### src/rtl/switch_mcu_pkg.sv
// switch_mcu_pkg: shared types and constants for the switch core operand path
package switch_mcu_pkg;
  localparam int XLEN = 32;
  localparam int AW = 5;
  localparam int REG_ZERO = 0;
  typedef enum logic [1:0] {EMPTY = 2'd0, FETCH = 2'd1, FULL = 2'd2} opf_state_t;
endpackage

### src/rtl/switch_mcu_opf_bypass.sv
// switch_mcu_opf_bypass: operand select, live write over latched bypass over regfile data
import switch_mcu_pkg::*;
module switch_mcu_opf_bypass #(
  parameter int XLEN = 32,
  parameter int AW = 5
) (
  input  logic            use_rs,
  input  logic [AW-1:0]   rs,
  input  logic            wb_en,
  input  logic [AW-1:0]   wb_addr,
  input  logic [XLEN-1:0] wb_data,
  input  logic            byp_v,
  input  logic [XLEN-1:0] byp_d,
  input  logic [XLEN-1:0] rdata,
  output logic [XLEN-1:0] data
);
  always_comb data = (!use_rs || rs == AW'(REG_ZERO)) ? '0 :
                     (wb_en && wb_addr == rs) ? wb_data :
                     byp_v ? byp_d : rdata;
endmodule

### src/rtl/switch_mcu_operand_fetch.sv
// switch_mcu_operand_fetch: drives the regfile read ports, absorbs read latency and
// forwards racing writebacks into a valid/ready operand bundle
import switch_mcu_pkg::*;
module switch_mcu_operand_fetch #(
  parameter int XLEN = 32,
  parameter int AW = 5,
  parameter int TAG_W = 32
) (
  input  logic             in_clk,
  input  logic             in_rst,
  input  logic             in_flush,
  input  logic             in_req_valid,
  output logic             out_req_ready,
  input  logic [AW-1:0]    in_req_rs1,
  input  logic [AW-1:0]    in_req_rs2,
  input  logic             in_req_use_rs1,
  input  logic             in_req_use_rs2,
  input  logic [TAG_W-1:0] in_req_tag,
  output logic [AW-1:0]    out_raddr_1,
  output logic [AW-1:0]    out_raddr_2,
  output logic             out_ren_1,
  output logic             out_ren_2,
  input  logic [XLEN-1:0]  in_rdata_1,
  input  logic [XLEN-1:0]  in_rdata_2,
  input  logic             in_wb_en,
  input  logic [AW-1:0]    in_wb_addr,
  input  logic [XLEN-1:0]  in_wb_data,
  output logic             out_op_valid,
  input  logic             in_op_ready,
  output logic [XLEN-1:0]  out_op_rs1_data,
  output logic [XLEN-1:0]  out_op_rs2_data,
  output logic [TAG_W-1:0] out_op_tag
);
  opf_state_t state, state_nxt;
  logic accept, live, byp_hit_1, byp_hit_2, byp_v_1, byp_v_2, use_1, use_2;
  logic [AW-1:0] rs_1, rs_2;
  logic [XLEN-1:0] byp_d_1, byp_d_2, mux_1, mux_2;
  logic [TAG_W-1:0] tag_q;
  assign out_req_ready = !in_flush && (state == EMPTY || (state == FULL && in_op_ready));
  assign accept = in_req_valid && out_req_ready;
  assign out_raddr_1 = accept ? in_req_rs1 : '0;
  assign out_raddr_2 = accept ? in_req_rs2 : '0;
  assign out_ren_1 = accept && in_req_use_rs1;
  assign out_ren_2 = accept && in_req_use_rs2;
  assign out_op_valid = state == FULL;
  assign out_op_tag = tag_q;
  assign byp_hit_1 = in_wb_en && in_wb_addr != AW'(REG_ZERO) && in_wb_addr == in_req_rs1;
  assign byp_hit_2 = in_wb_en && in_wb_addr != AW'(REG_ZERO) && in_wb_addr == in_req_rs2;
  // In FULL the mux feeds back the held operand so only a matching write changes it
  assign live = !in_flush && (state == FETCH || state == FULL);
  always_comb state_nxt = in_flush ? EMPTY :
                          accept ? FETCH :
                          state == FETCH ? FULL :
                          (state == FULL && in_op_ready) ? EMPTY : state;
  switch_mcu_opf_bypass #(.XLEN(XLEN), .AW(AW)) u_byp_1 (
    .use_rs(use_1), .rs(rs_1), .wb_en(in_wb_en), .wb_addr(in_wb_addr), .wb_data(in_wb_data),
    .byp_v(state == FETCH && byp_v_1), .byp_d(byp_d_1),
    .rdata(state == FETCH ? in_rdata_1 : out_op_rs1_data), .data(mux_1)
  );
  switch_mcu_opf_bypass #(.XLEN(XLEN), .AW(AW)) u_byp_2 (
    .use_rs(use_2), .rs(rs_2), .wb_en(in_wb_en), .wb_addr(in_wb_addr), .wb_data(in_wb_data),
    .byp_v(state == FETCH && byp_v_2), .byp_d(byp_d_2),
    .rdata(state == FETCH ? in_rdata_2 : out_op_rs2_data), .data(mux_2)
  );
  always_ff @(posedge in_clk or posedge in_rst) begin
    if (in_rst) begin
      state <= EMPTY;
      rs_1 <= '0;
      rs_2 <= '0;
      use_1 <= 1'b0;
      use_2 <= 1'b0;
      tag_q <= '0;
      byp_v_1 <= 1'b0;
      byp_v_2 <= 1'b0;
      byp_d_1 <= '0;
      byp_d_2 <= '0;
      out_op_rs1_data <= '0;
      out_op_rs2_data <= '0;
    end else begin
      state <= state_nxt;
      if (accept) begin
        rs_1 <= in_req_rs1;
        rs_2 <= in_req_rs2;
        use_1 <= in_req_use_rs1;
        use_2 <= in_req_use_rs2;
        tag_q <= in_req_tag;
        byp_v_1 <= byp_hit_1;
        byp_v_2 <= byp_hit_2;
        byp_d_1 <= byp_hit_1 ? in_wb_data : '0;
        byp_d_2 <= byp_hit_2 ? in_wb_data : '0;
      end
      if (live) begin
        out_op_rs1_data <= mux_1;
        out_op_rs2_data <= mux_2;
      end
    end
  end
endmodule

### config.mk
export PLATFORM = sky130hd
export DESIGN_NAME = switch_mcu_operand_fetch
export DESIGN_NICKNAME = d
export VERILOG_FILES = /design/src/rtl/switch_mcu_pkg.sv /design/src/rtl/switch_mcu_opf_bypass.sv /design/src/rtl/switch_mcu_operand_fetch.sv
export SDC_FILE = /design/constraint.sdc
export NUM_CORES = 1
export LEC_CHECK = 0
export BUFFER_PORTS_ARGS = -buffer_cell sky130_fd_sc_hd__buf_2
export CORE_ASPECT_RATIO = 0.8
export CORE_UTILIZATION = 35
export DETAILED_ROUTE_END_ITERATION = 8
export GPL_TIMING_DRIVEN = 0
export MAX_ROUTING_LAYER = met4
export PLACE_DENSITY = 0.63
export SKIP_CTS_REPAIR_TIMING = 1
export SLEW_MARGIN = 20
export SYNTH_ARGS = -nofsm -noshare
export SYNTH_HDL_FRONTEND = slang
export SYNTH_SLANG_ARGS = --single-unit
### constraint.sdc
create_clock -name in_clk -period 17.5 [get_ports in_clk]
set_input_delay 4.375 -clock in_clk [delete_from_list [all_inputs] [get_ports in_clk]]
set_output_delay 4.375 -clock in_clk [all_outputs]
set_load 0.005 [all_outputs]
==> results of run 1 <==
==> cell type report <==
type,instances,area [um^2]
timing repair buffer,256,1300
clock buffer,19,433
buffer,85,445
sequential,176,4400
clock inverter,13,105
fill,2553,14000
inverter,41,161
tap,324,405
multi-input combinational,539,4000
==> power by group <==
part | switching, mW | internal, mW | total (mW)
Sequential | 0.0394 | 0.471 | 0.510
Clock | 0.180 | 0.185 | 0.365
Combinational | 0.186 | 0.130 | 0.316
==> layer usage <==
layer,GRT usage,routed length (um),part of all wire
met1,0.339,14400,0.49
met2,0.337,13000,0.44
met3,0.0473,1670,0.057
met4,0.0610,503,0.017
met5,-,0,0
==> through the flow <==
step | total power [mW] | area, um^2 | std cells | setup WS, ps
floorplan | 0.689 | 9000 | 841 | 7880
global placement | 0.828 | 10700 | 1420 | 5990
detailed placement | 0.835 | 10700 | 1421 | 7160
CTS | 1.20 | 11300 | 1453 | 7160
global route | 1.26 | 11300 | 1453 | 7040
finish | 1.19 | 11300 | 1453 | 7180
==> cell families after synthesis <==
| kind of cell | synth area share |
|---|---|
| DFF | 0.489 |
| adders and majority gates | 0.00556 |
| xor gates and xnor gates | 0.0195 |
| and+or+nand+nor | 0.130 |
| buffers and inverters | 0.0666 |
| muxes | 0.0801 |
| AOI/OAI and AO/OA | 0.209 |
==> flip-flops by register name (all words and copies together), names as in the netlist <==
signal / flops
out_op_tag: 32
byp_d_2: 32
state: 2
byp_d_1: 32
byp_v_1: 1
use_1: 1
out_op_rs1_data: 32
byp_v_2: 1
out_op_rs2_data: 32
rs_1: 5
use_2: 1
rs_2: 5
==> critical path: stages <==
cell                       delay [ps]
sky130_fd_sc_hd__buf_2            100
sky130_fd_sc_hd__a21o_1           150
sky130_fd_sc_hd__and3_1           160
sky130_fd_sc_hd__clkbuf_1         360
sky130_fd_sc_hd__clkbuf_1         440
sky130_fd_sc_hd__and2_1           240
sky130_fd_sc_hd__buf_2            130
==> synthesized netlist by cell type (2+ instances only) <==
cell type | number | area [um^2]
sky130_fd_sc_hd__and2_1 | 16 | 100
sky130_fd_sc_hd__buf_6 | 15 | 169
sky130_fd_sc_hd__clkbuf_1 | 61 | 229
sky130_fd_sc_hd__nor4_1 | 2 | 12.5
sky130_fd_sc_hd__nand3_1 | 4 | 20.0
sky130_fd_sc_hd__buf_2 | 8 | 40.0
sky130_fd_sc_hd__nand4b_1 | 2 | 17.5
sky130_fd_sc_hd__o211ai_1 | 64 | 480
sky130_fd_sc_hd__o21ai_0 | 32 | 160
sky130_fd_sc_hd__dfrtp_1 | 176 | 4400
sky130_fd_sc_hd__inv_1 | 41 | 154
sky130_fd_sc_hd__xnor2_1 | 16 | 140
sky130_fd_sc_hd__and3_1 | 3 | 18.8
sky130_fd_sc_hd__xor2_1 | 4 | 35.0
sky130_fd_sc_hd__a22o_1 | 64 | 561
sky130_fd_sc_hd__a21o_1 | 15 | 113
sky130_fd_sc_hd__a211oi_1 | 2 | 15.0
sky130_fd_sc_hd__a21oi_1 | 6 | 30.0
sky130_fd_sc_hd__nor2_1 | 2 | 7.51
sky130_fd_sc_hd__nor4_4 | 3 | 63.8
sky130_fd_sc_hd__o221ai_1 | 2 | 17.5
sky130_fd_sc_hd__nand4_1 | 65 | 407
sky130_fd_sc_hd__ha_1 | 4 | 50.1
sky130_fd_sc_hd__mux2_2 | 64 | 721
sky130_fd_sc_hd__o221ai_2 | 30 | 450
sky130_fd_sc_hd__nand2_1 | 130 | 488
==> worst paths after layout <==
kind	to	slack, ps	cells after the start
worst max-delay path	out_raddr_2[0]	7180	7
worst min-delay path	out_op_tag[3]$_DFFE_PP0N_	470	2
worst max register to register	out_op_rs1_data[2]$_DFFE_PP0P_	14740	7
worst min register to register	out_op_tag[3]$_DFFE_PP0N_	470	2
max in group asynchronous	out_op_rs2_data[0]$_DFFE_PP0P_	12570	3
min in group asynchronous	byp_d_2[26]$_DFFE_PP0N_	4000	2
==> results_dict.tcl, run 1 <==
set metrics [dict create \
    postSynthNetCount 996 \
    htree_num_levels 4 \
    antenna_violating_nets_post_route 0 \
    ioPinCount 261 \
    cap_viol_max_count 0 \
    worstHoldStart "out_op_tag[3]$_DFFE_PP0N_" \
    postSynthRegisterBits 176 \
    wire_per_inst_um 20.3 \
    die_x_um 181 \
    mostFrequentLayoutCells "263 x sky130_fd_sc_hd__buf_2, 176 x sky130_fd_sc_hd__dfrtp_1, 130 x sky130_fd_sc_hd__nand2_1" \
    routed_wl_um 29500 \
    post_synth_instance_area_um2 9000 \
    finalWeightedCongestion 0.830 \
    crit_path_start_kind "primary input" \
    vdd_ir_drop_max_v 0.0000640 \
    placement_rows 52 \
    synthArstFlopShare 1.00 \
    area_growth_syn_to_layout_pct 25.1 \
    cts.sink_count 176 \
    dr.pass1.iters 5 \
    netlist_instances 841 \
    final.period_utilization 0.590 \
    yosys_most_used_dff "sky130_fd_sc_hd__dfrtp_1" \
    setup_viol 0 \
    grt_start_max_net_pins 99 \
    globalRouteTotalUtil 0.236 \
    finalHoldViolations 0 \
    layout.nets 1271 \
    detailroute.via_count 7871 \
    timing.rr.start "state[0]$_DFFE_PP0P_" \
    finClkSkew_ps 12.5 \
    crit_required_ps 13120 \
    clock_tree.root_cell "sky130_fd_sc_hd__clkbuf_16" \
    syn-mean-instance-area_um2 10.7 \
    total_leakage_power_nw 5.35 \
    final_layout_size_suffix_gt1_frac 0.367 \
    gr-total-overflow 0 \
    n_antenna_cell 0 \
    number_of_antenna_violations_at_the_first_check_in_global_routing 0 \
    grt_pass1_wl_um 46200 \
    path_class "primary input to output port" \
    ctsLongestPathBuffers 2 \
    path_max_fanout 10 \
    ys_seq_area_frac 0.489 \
    die_h_um 145 \
    outcome "complete, no violations" \
    number_of_synthesized_flops_with_an_enable_pin 0 \
    tritoncts "built" \
    finalSetupTns_ps 0 \
    initial_core_util 0.357 \
    hpwlAfterDp_um 21300 \
    via_count_of_the_first_global_routing_pass 7889 \
    arrival_ps 5950 \
    fmax_mhz 96.9 \
    clkLatencyLatePin_ps 430 \
    layout.core_utilization 0.446 \
    worstMarginPinSlew_ps 1110 \
    critical_path.endpoint_type "output port" \
    synth.lib_cells_used.distinct 36 \
    timing.final.crit_period_ps 10320 \
    clk_pin_slew_ps 70 \
    max_slew_violations 0 \
    power_per_cell_area_nw_per_um2 106 \
    worstHoldPathType "flop to flop" \
    dr.first_iter.drc_count 461 \
    drcViolationCount 0 \
    setup_repair_after_global_routing_missed_its_margin "false" \
    fp.dieArea_um2 26400 \
    port-buffer-count 255 \
    most_frequent_standard_cell_in_the_layout_excluding_fill_and_tap_cells "sky130_fd_sc_hd__buf_2" \
    yosys_warn_count 0 \
    core_um2 25200 \
    worst_rel_slew_slack 0.262 \
    cts_buffers 17 \
    via_per_inst 5.42 \
    finalHoldWorstSlack_ps 470 \
    setup.worst_path.start "in_op_ready" \
]
Note: power is estimated with default switching activity, not from simulation.
==> inputs of run 2 (changes only) <==
PLACE_DENSITY = 0.65   (was 0.63)
clock period = 8.4 ns   (was 17.5 ns; I/O delays follow)
==> run 2 against run 1 <==
Against the previous run: setup slack worse by 4600 ps; clock skew increased by 2.9 ps; final cell count did not move; critical path type unchanged; critical endpoint unchanged.
==> results_dict.tcl, run 2 (synthesized netlist as in run 1, its figures left out) <==
set metrics [dict create \
    crit-reg2reg-capture "out_op_rs2_data[25]$_DFFE_PP0P_" \
    vdd_ir_drop_max_v 0.000129 \
    drcViolationCount 0 \
    finalHoldViolations 0 \
    final.setup.worst_slack_ps 2610 \
    tritoncts "built" \
    crit_required_ps 6300 \
    area_growth_syn_to_layout_pct 26.3 \
    arrival_ps 3690 \
    finalHoldWorstSlack_ps 470 \
    finClkSkew_ps 15.4 \
    place_inst 1422 \
    core_um2 25200 \
    hpwlAfterDp_um 21300 \
    die_x_um 181 \
    via_count_of_the_first_global_routing_pass 7906 \
    crit_path_end "out_raddr_2[0]" \
    layout.nets 1272 \
    antenna_violating_nets_post_route 0 \
    worstMarginPinSlew_ps 869 \
    max_slew_violations 0 \
    final.period_utilization 0.689 \
    worst_rel_slew_slack 0.417 \
    most_frequent_standard_cell_in_the_layout_excluding_fill_and_tap_cells "sky130_fd_sc_hd__buf_2" \
    number_of_antenna_violations_at_the_first_check_in_global_routing 0 \
    total_leakage_power_nw 5.41 \
    clkLatencyLatePin_ps 430 \
    setup_viol 0 \
    die_h_um 145 \
    cts.sink_count 176 \
    place_worst_setup_slack_ps 2580 \
    gr-total-overflow 0 \
    via_per_inst 5.37 \
    fmax_mhz 173 \
    critical_path.cell_chain "buf_2, a21o_1, and3_1, clkbuf_1, clkbuf_1, and2_1, buf_2" \
    critPathMaxStageDelay_ps 440 \
    cts_buffers 17 \
    timing.final.crit_period_ps 5790 \
    ctsLongestPathBuffers 2 \
    post_layout_nonfiller_instances 1453 \
    final_layout_size_suffix_gt1_frac 0.368 \
    htree_num_levels 4 \
    detailroute.via_count 7806 \
    n_antenna_cell 0 \
    worstHoldPathType "flop to flop" \
    dr.pass1.iters 5 \
    port-buffer-count 255 \
    path_max_fanout 10 \
    power_per_cell_area_nw_per_um2 227 \
    wire_per_inst_um 20.2 \
    grt_pass1_wl_um 45600 \
    crit_path_start_kind "primary input" \
    clk_pin_slew_ps 70 \
    worst-r2r-cell-count 7 \
    finalSetupTns_ps 0 \
    initial_core_util 0.357 \
    setup.worst_path.start "in_op_ready" \
    grt_start_max_net_pins 99 \
    setup_repair_after_global_routing_missed_its_margin "false" \
    mostFrequentLayoutCells "263 x sky130_fd_sc_hd__buf_2, 176 x sky130_fd_sc_hd__dfrtp_1, 130 x sky130_fd_sc_hd__nand2_1" \
    finalPower_mw 2.58 \
    fp.dieArea_um2 26400 \
    timing.critical_path.slowest_stage_cell "sky130_fd_sc_hd__clkbuf_1" \
    routed_wl_um 29300 \
    timing.reg2reg.setup_slack_ps 5810 \
    outcome "complete, no violations" \
    ioPinCount 261 \
    critical_path.endpoint_type "output port" \
    globalRouteTotalUtil 0.232 \
    finalWeightedCongestion 0.815 \
    cap_viol_max_count 0 \
    clock_tree.root_cell "sky130_fd_sc_hd__clkbuf_16" \
    path_class "primary input to output port" \
    dr.first_iter.drc_count 553 \
    placement_rows 52 \
    timing.rr.start "state[0]$_DFFE_PP0P_" \
]
==> run 2: cell count changes in the layout (fill, tap and decap cells not counted) <==
cell,delta
sky130_fd_sc_hd__inv_6,+1
sky130_fd_sc_hd__clkinv_4,+1
sky130_fd_sc_hd__bufinv_16,+3
sky130_fd_sc_hd__clkinv_2,-2
sky130_fd_sc_hd__clkinvlp_4,-4
sky130_fd_sc_hd__clkbuf_1,-1
sky130_fd_sc_hd__buf_16,+1
sky130_fd_sc_hd__clkbuf_8,+1
==> run 2: final cells by class <==
cell class	instances	area, um^2
multi-input cells	539	4000
repair buffers	257	1330
flip-flops and latches	176	4400
clock inverters	12	173
plain buffers	85	445
well taps	324	405
inverters	41	161
clock buffers	19	443
fillers	2437	13900
==> run 2: worst min-delay path by stage <==
stage                                           from                    endpoint  slack, ps  cells after the start
after detailed placement   out_op_tag[1]$_DFFE_PP0N_   out_op_tag[1]$_DFFE_PP0N_        460                      2
after global placement     out_op_tag[2]$_DFFE_PP0N_   out_op_tag[2]$_DFFE_PP0N_        450                      2
after floorplan               byp_d_1[0]$_DFFE_PP0N_      byp_d_1[0]$_DFFE_PP0N_        470                      1
final                      out_op_tag[0]$_DFFE_PP0N_   out_op_tag[0]$_DFFE_PP0N_        470                      2
after CTS                  out_op_tag[1]$_DFFE_PP0N_   out_op_tag[1]$_DFFE_PP0N_        470                      2
after global routing      out_op_tag[29]$_DFFE_PP0N_  out_op_tag[29]$_DFFE_PP0N_        500                      2
==> run 2: worst max-delay path, delay by kind of cell <==
| family | cells | cell delay, ps |
|---|---|---|
| AND/OR/NAND/NOR | 2 | 420 |
| buffers and inverters | 4 | 1010 |
| AO/OA/AOI/OAI | 1 | 140 |
==> run 2: report_power, final <==
part	switching, mW	leakage (nW)	internal [mW]	total [mW]
Sequential	0.0804	2.38	0.981	1.06
Clock	0.368	0.298	0.484	0.853
Combinational	0.393	2.74	0.272	0.665
==> run 2: routing by layer <==
layer,vias up,GRT usage,routed length [um]
met4,0,0.0453,286
met5,-,-,0
met2,302,0.348,13300
met3,22,0.0445,1680
li1,3632,-,-
met1,3850,0.328,14100
==> run 2: per-stage QoR <==
step / cell area (um^2) / utilization
finish: 11400 / 0.450
global route: 11400 / 0.450
CTS: 11400 / 0.450
detailed placement: 10700 / 0.426
global placement: 10700 / 0.423
floorplan: 9000 / -
==> inputs of run 3 (changes only) <==
clock period = 4.86 ns   (was 8.4 ns; I/O delays follow)
==> run 3 against run 2 <==
Against the previous run: non-clock buffer count increased by 4; final cell count increased by 0.34%; critical path type unchanged; sequential share of layout area barely moved.
==> results_dict.tcl, run 3 (synthesized netlist as in run 1, its figures left out) <==
set metrics [dict create \
    antenna_violating_nets_post_route 0 \
    arrival_ps 2770 \
    worstMarginPinSlew_ps 984 \
    critical_path.endpoint_type "output port" \
    clkLatencyLatePin_ps 440 \
    clk_pin_slew_ps 60 \
    clock_tree.root_cell "sky130_fd_sc_hd__clkbuf_16" \
    final.period_utilization 0.820 \
    power_switching_mw 1.49 \
    final_layout_size_suffix_gt1_frac 0.370 \
    gr-total-overflow 0 \
    power_per_cell_area_nw_per_um2 381 \
    die_h_um 145 \
    finalWeightedCongestion 0.834 \
    port-buffer-count 255 \
    setup_viol 0 \
    htree_num_levels 4 \
    hold-path-endpoint "out_op_tag[31]$_DFFE_PP0N_" \
    globalRouteTotalUtil 0.233 \
    power_frac_comb 0.265 \
    die_x_um 181 \
    swShare 0.344 \
    tritoncts "built" \
    setup_repair_after_global_routing_missed_its_margin "false" \
    clockPowerShare 0.311 \
    worstHoldStart "out_op_tag[31]$_DFFE_PP0N_" \
    vdd_ir_drop_max_v 0.000219 \
    wire_per_inst_um 20.2 \
    crit_path_start_kind "primary input" \
    number_of_antenna_violations_at_the_first_check_in_global_routing 0 \
    fmax_mhz 251 \
    layout.nets 1276 \
    sequentialPowerShare 0.424 \
    crit_required_ps 3640 \
    finalSetupTns_ps 0 \
    cap_viol_max_count 0 \
    worstHoldPathType "flop to flop" \
    timing.reg2reg.setup_slack_ps 2210 \
    worst-r2r-cell-count 7 \
    cts.sink_count 176 \
    grt_start_max_net_pins 34 \
    max_slew_violations 0 \
    area_growth_syn_to_layout_pct 26.4 \
    dr.pass1.iters 5 \
    via_count_of_the_first_global_routing_pass 7873 \
    finalHoldWorstSlack_ps 472 \
    mostFrequentLayoutCells "263 x sky130_fd_sc_hd__buf_2, 176 x sky130_fd_sc_hd__dfrtp_1, 130 x sky130_fd_sc_hd__nand2_1" \
    detailroute.via_count 7935 \
    cts_buffers 17 \
    crit-reg2reg-capture "out_op_rs1_data[28]$_DFFE_PP0P_" \
    grt_pass1_wl_um 45700 \
    placement_rows 52 \
    dr.first_iter.drc_count 537 \
    timing.hold.worst_path_depth 2 \
    routed_wl_um 29400 \
    fp.dieArea_um2 26400 \
    worst_rel_slew_slack 0.344 \
    finalHoldViolations 0 \
    timing.rr.start "state[0]$_DFFE_PP0P_" \
    drcViolationCount 0 \
    most_frequent_standard_cell_in_the_layout_excluding_fill_and_tap_cells "sky130_fd_sc_hd__buf_2" \
    finClkSkew_ps 17.9 \
    outcome "complete, no violations" \
    power.internal_mw 2.84 \
    total_leakage_power_nw 5.40 \
    path_max_fanout 10 \
    via_per_inst 5.44 \
    timing.final.crit_period_ps 3980 \
    initial_core_util 0.357 \
    ioPinCount 261 \
    ctsLongestPathBuffers 2 \
    path_class "primary input to output port" \
    core_um2 25200 \
    n_antenna_cell 0 \
    hpwlAfterDp_um 21600 \
]
## run 3: how the worst max path moves through the flow
stage,from,endpoint,slack [ps]
after floorplan,in_rst,byp_d_1[0]$_DFFE_PP0N_,1390
after global placement,in_rst,out_op_rs2_data[4]$_DFFE_PP0P_,120
after detailed placement,in_op_ready,out_raddr_2[0],830
after CTS,in_op_ready,out_raddr_2[0],820
after global routing,in_op_ready,out_raddr_2[0],710
final,in_op_ready,out_raddr_2[0],880
## run 3: layout make-up
class | instances | area (um^2)
buffer | 85 | 445
timing repair buffer | 261 | 1410
tap | 324 | 405
clock buffer | 18 | 429
clock inverter | 14 | 121
multi-input combinational | 539 | 4000
fill | 2450 | 13900
sequential | 176 | 4400
inverter | 41 | 158
## run 3: layer usage
layer,up-vias,part of all wire,track usage
met5,-,0,-
met1,3916,0.47,0.325
li1,3656,-,-
met2,337,0.45,0.343
met3,26,0.064,0.0425
met4,0,0.015,0.0665
## run 3: through the flow
| stage | area (um^2) | std cells | utilization | worst slack (ps) | total power [mW] |
|---|---|---|---|---|---|
| 2_1_floorplan | 9000 | 841 | - | 1390 | 2.48 |
| 3_3_place_gp | 10700 | 1420 | 0.423 | 121 | 2.98 |
| 3_5_place_dp | 10800 | 1426 | 0.429 | 833 | 3.01 |
| 4_1_cts | 11400 | 1458 | 0.451 | 816 | 4.36 |
| 5_1_grt | 11400 | 1458 | 0.451 | 713 | 4.55 |
| 6_report | 11400 | 1458 | 0.451 | 877 | 4.33 |
## run 3: critical path, stage by stage
cell                       delay [ps]
sky130_fd_sc_hd__buf_2            110
sky130_fd_sc_hd__a21o_1           150
sky130_fd_sc_hd__and3_1           160
sky130_fd_sc_hd__clkbuf_1         320
sky130_fd_sc_hd__clkbuf_1         420
sky130_fd_sc_hd__and2_1           260
sky130_fd_sc_hd__buf_2            140
## run 3: power by group through the flow
stage | sequential [mW] | clock [mW] | combinational (mW)
floorplan | 1.86 | 0 | 0.621
global placement | 1.86 | 0 | 1.12
detailed placement | 1.86 | 0 | 1.15
CTS | 1.83 | 1.37 | 1.16
global route | 1.86 | 1.42 | 1.27
finish | 1.84 | 1.35 | 1.15
